--- src/rtl/pc_update_ctrl.sv ---
// pc_update_ctrl: owns the architectural PC and EPC for the multicycle
// datapath. Arbitrates PC-change requests, drives the PC source mux select,
// and sequences exception entry through a vector-read handshake.
module pc_update_ctrl (
  input  logic        clk,
  input  logic        reset_n,
  input  logic        inc_req,
  input  logic        branch_req,
  input  logic [1:0]  br_type,
  input  logic        alu_zero,
  input  logic        alu_neg,
  input  logic        jump_req,
  input  logic        eret_req,
  input  logic        exc_req,
  input  logic [1:0]  exc_cause,
  input  logic [31:0] exc_pc,
  input  logic        vec_valid,
  input  logic [31:0] pc_next,
  output logic [2:0]  pc_sel,
  output logic        pc_write,
  output logic [31:0] pc_q,
  output logic [31:0] epc_q,
  output logic        vec_req,
  output logic [31:0] vec_addr,
  output logic        busy
);

  localparam logic [0:0] IDLE     = 1'b0;
  localparam logic [0:0] VEC_WAIT = 1'b1;

  localparam logic [2:0] SEL_INC  = 3'd0;
  localparam logic [2:0] SEL_BR   = 3'd1;
  localparam logic [2:0] SEL_JMP  = 3'd2;
  localparam logic [2:0] SEL_EPC  = 3'd3;
  localparam logic [2:0] SEL_VEC  = 3'd4;

  logic [0:0] state, state_nxt;
  logic [1:0] cause_q;
  logic       br_taken;
  logic       exc_take;

  // Branch condition from ALU flags
  always_comb begin
    br_taken = 1'b0;
    case (br_type)
      2'b00:   br_taken = alu_zero;
      2'b01:   br_taken = ~alu_zero;
      2'b10:   br_taken = alu_neg | alu_zero;
      default: br_taken = ~alu_neg & ~alu_zero;
    endcase
  end

  // Request arbitration and mux select; outputs are held at their reset
  // values while reset_n is low so the async reset is visible immediately
  always_comb begin
    pc_sel    = SEL_INC;
    pc_write  = 1'b0;
    state_nxt = state;
    exc_take  = 1'b0;
    if (reset_n) begin
      if (state == VEC_WAIT) begin
        pc_sel   = SEL_VEC;
        pc_write = vec_valid;
        if (vec_valid) state_nxt = IDLE;
      end else if (exc_req) begin
        exc_take  = 1'b1;
        state_nxt = VEC_WAIT;
      end else if (eret_req) begin
        pc_sel   = SEL_EPC;
        pc_write = 1'b1;
      end else if (jump_req) begin
        pc_sel   = SEL_JMP;
        pc_write = 1'b1;
      end else if (branch_req && br_taken) begin
        pc_sel   = SEL_BR;
        pc_write = 1'b1;
      end else if (inc_req) begin
        pc_write = 1'b1;
      end
    end
  end

  // Vector handshake outputs, driven only while waiting on the vector read
  always_comb begin
    vec_req  = (state == VEC_WAIT);
    busy     = (state == VEC_WAIT);
    vec_addr = '0;
    if (state == VEC_WAIT) begin
      case (cause_q)
        2'b01:   vec_addr = 32'h0000_00FE;
        2'b10:   vec_addr = 32'h0000_00FF;
        default: vec_addr = 32'h0000_00FD;
      endcase
    end
  end

  // State, PC, EPC and latched cause registers
  always_ff @(posedge clk or negedge reset_n) begin
    if (!reset_n) begin
      state   <= IDLE;
      cause_q <= 2'b00;
      pc_q    <= '0;
      epc_q   <= '0;
    end else begin
      state <= state_nxt;
      if (pc_write) pc_q <= pc_next;
      if (exc_take) begin
        epc_q   <= exc_pc;
        cause_q <= exc_cause;
      end
    end
  end

endmodule

--- config.mk ---
export PLATFORM = sky130hd
export DESIGN_NAME = pc_update_ctrl
export DESIGN_NICKNAME = d
export VERILOG_FILES = /design/src/rtl/pc_update_ctrl.sv
export SDC_FILE = /design/constraint.sdc
export NUM_CORES = 1
export LEC_CHECK = 0
export BUFFER_PORTS_ARGS = -buffer_cell sky130_fd_sc_hd__buf_2
export CAP_MARGIN = 40
export CORE_ASPECT_RATIO = 1.75
export CORE_UTILIZATION = 50
export CTS_CLUSTER_SIZE = 8
export DETAILED_ROUTE_END_ITERATION = 16
export PLACE_DENSITY = 0.85
export SLEW_MARGIN = 20
export SYNTH_ARGS = -nofsm -noshare
export SYNTH_HDL_FRONTEND = slang
export SYNTH_SLANG_ARGS = --single-unit
--- constraint.sdc ---
create_clock -name clk -period 4.3 [get_ports clk]
set_clock_uncertainty 0.05 [all_clocks]
set_input_delay 0.43 -clock clk [delete_from_list [all_inputs] [get_ports clk]]
set_output_delay 0.43 -clock clk [all_outputs]
set_load 0.02 [all_outputs]
==> impl_metrics.json <==
{
  "min_from": "exc_pc[4]",
  "antenna_found_initial": 0,
  "tritoncts": "done",
  "whs_path_depth": 2,
  "fp.dieH_microns": 114.0,
  "drt_iter0_drc": 659,
  "num_vias": 3423,
  "start_util_pct": 51.88,
  "drive_above_1_share_pct": 44.60,
  "die_x_microns": 66.00,
  "cp-end-kind": "output pin",
  "tns_ps": 0,
  "grt_max_degree": 69,
  "worst-path-max-fanout": 26,
  "cap_violations": 0,
  "area_growth_pct": 28.60,
  "grt_use_met1_pct": 29.55,
  "setup_viol": 0,
  "fin_crit_ps": 2839,
  "num_io_pins": 180,
  "r2r-end": "pc_q[19]",
  "whs_ps": 283.7,
  "syn_inst": 346,
  "gp_congestion": 0.7631,
  "power.density_mw_per_mm2": 587.1,
  "synth.area.top_cells": "dfrtp_1 47%, mux2_2 11%, nand3_1 9.1%",
  "num_antenna_cells": 0,
  "power_leakage_nw": 2.392,
  "cts_setup_buffers": 0,
  "arrival_ps": 2360,
  "hold_path_class": "input port to flip-flop",
  "route.detailed.wl_per_inst_microns": 16.77,
  "critPathRequiredTime_ps": 3820,
  "ant_nets": 0,
  "status": "finished clean",
  "rows": 40,
  "clk_latency_ps": 330,
  "port_buffers": 155,
  "htree_levels": 3,
  "worstSetupPathType": "input port to output pin",
  "drc_errors": 0,
  "fillCellCount": 545,
  "cts_buffer_depth": 2,
  "reg2reg_depth": 6,
  "final_nets": 565,
  "clock_sinks": 67,
  "yosys.area.top_type_share_pct": 46.79,
  "grt_pass1_wl_microns": 14970,
  "grt_pass1_vias": 3247,
  "r2r_slack_ps": 1890,
  "drt_wl_total_microns": 9642,
  "worst_pin_slew_ps": 644.5,
  "syn_area_sq_mm": 0.003583,
  "syn_avg_cell_area_sq_um": 10.36,
  "cts_buffers": 9,
  "max-slew-margin-rel_pct": 57.03,
  "synth_cell_types": 25,
  "period_share_pct": 66.03,
  "grt_remaining_overflow": 0,
  "vdd_ir_drop_max_v": 0.0003592,
  "finalMaxSlewViolations": 0,
  "hold-path-endpoint": "epc_q[4]",
  "clockRootBuffer": "clkbuf_16",
  "dieArea_sq_mm": 0.007523,
  "ys_seq_area_share_pct": 46.79,
  "gr-usage-met2_pct": 44.90,
  "ys_ff_latch": 67,
  "core_sq_mm": 0.006907,
  "first_pass_iters": 7,
  "hold_viol": 0,
  "r2r_start": "busy",
  "yosysTopAreaCell": "dfrtp_1",
  "max_freq_mhz": 352.2,
  "busiest_layer": "met2",
  "use_met3_pct": 5.400,
  "ys.warnings.count": 0,
  "place_hpwl_microns": 6426,
  "rsz0062_at_grt": "false",
  "startpoint_type": "input port",
  "grt_usage_pct": 25.82,
  "viasPerCell": 5.953,
  "clkTransAtPathRegs_ps": 50
}
[critical path, cell delays in order]
cell and delay [ps]:
dlygate4sd3_1 550, buf_2 180, nor3b_4 490, buf_4 390, o21a_1 170, buf_2 160
[synthesized netlist by cell type, drive strengths merged]
cell	number
buf	42
mux2i	1
ha	1
clkbuf	17
nand2	36
nor2	2
o21a	2
dfrtp	67
nand3b	1
and2b	1
conb	1
and3	33
inv	1
nor3b	1
a21o	1
nor3	1
a222oi	32
mux2	35
nand3	65
a21oi	1
nor2b	3
and2	2
[placed cells by master (no fill, tap or decap), types with 2 or more instances in the layout]
master,count
and3_1,33
nand2_1,36
o21a_1,2
dfrtp_1,67
buf_4,7
nor2b_1,3
clkbuf_16,9
mux2_2,35
a222oi_1,32
clkbuf_1,2
buf_2,155
conb_1,24
and2_1,2
nand3_1,65
clkinv_2,2
bufinv_16,2
[layout make-up]
class / count / area (sq um) / area share [%]
Inverter: 1 / 3.754 / 0.08146
Clock inverter: 5 / 77.57 / 1.683
Clock buffer: 11 / 232.7 / 5.050
Tap cell: 84 / 105.1 / 2.281
Sequential cell: 67 / 1677 / 36.38
Multi-Input combinational cell: 242 / 1632 / 35.41
Timing Repair Buffer: 165 / 880.8 / 19.11
[cell families (layout without fill, tap and decap cells)]
family,Yosys count,in the layout,synth area share [%]
multiplexers,36,36,11.28
adder cells (fa/ha/maj),1,1,0.3491
flip-flops,67,67,46.79
buffers and inverters,60,182,10.44
AND/OR/NAND/NOR,145,145,21.23
other,1,24,0.1046
AO/OA/AOI/OAI,36,36,9.812
[per-layer routing]
metal  up-vias  routed length (microns)
met4         0                      211
met5         -                        0
met3        23                      767
met2       229                     5258
met1      1653                     3405
li1       1518                        -
[repair_timing]
action | 4_1_cts | 5_1_grt
hold buffers | 1 | 0
resized for setup | 0 | 0
endpoints found under the hold margin | 1 | 0
[state kept, by name (all words and copies together), names as in the netlist]
register	count
pc_q	32
cause_q	2
epc_q	32
busy	1
[metrics by stage]
step | utilization (%) | setup slack [ps] | total power [mW] | instances | area, sq um
2_1_floorplan | - | 2280 | 1.604 | 369 | 3670
3_3_place_gp | 61.47 | 1819 | 1.900 | 556 | 4245
3_5_place_dp | 61.68 | 1906 | 1.941 | 557 | 4260
4_1_cts | 66.32 | 1468 | 2.717 | 574 | 4581
5_1_grt | 66.72 | 1352 | 2.842 | 575 | 4608
6_report | 66.72 | 1461 | 2.706 | 575 | 4608
[how the worst max path moves through the flow]
| stage | end | start | slack [ps] |
|---|---|---|---|
| 6_report | pc_sel[0] | reset_n | 1460 |
| 5_1_grt | pc_sel[0] | reset_n | 1350 |
| 4_1_cts | pc_sel[0] | reset_n | 1470 |
| 3_5_place_dp | pc_q[19] | busy | 1910 |
| 3_3_place_gp | pc_q[2] | busy | 1820 |
| 2_1_floorplan | pc_sel[0] | busy | 2280 |
[where the power goes]
part / switching, mW / total, mW / internal, mW
Sequential: 0.141 / 0.980 / 0.839
Combinational: 0.591 / 0.960 / 0.369
Clock: 0.260 / 0.766 / 0.505
Total: 0.993 / 2.71 / 1.71
No activity file was read; power rests on OpenSTA's default activity.
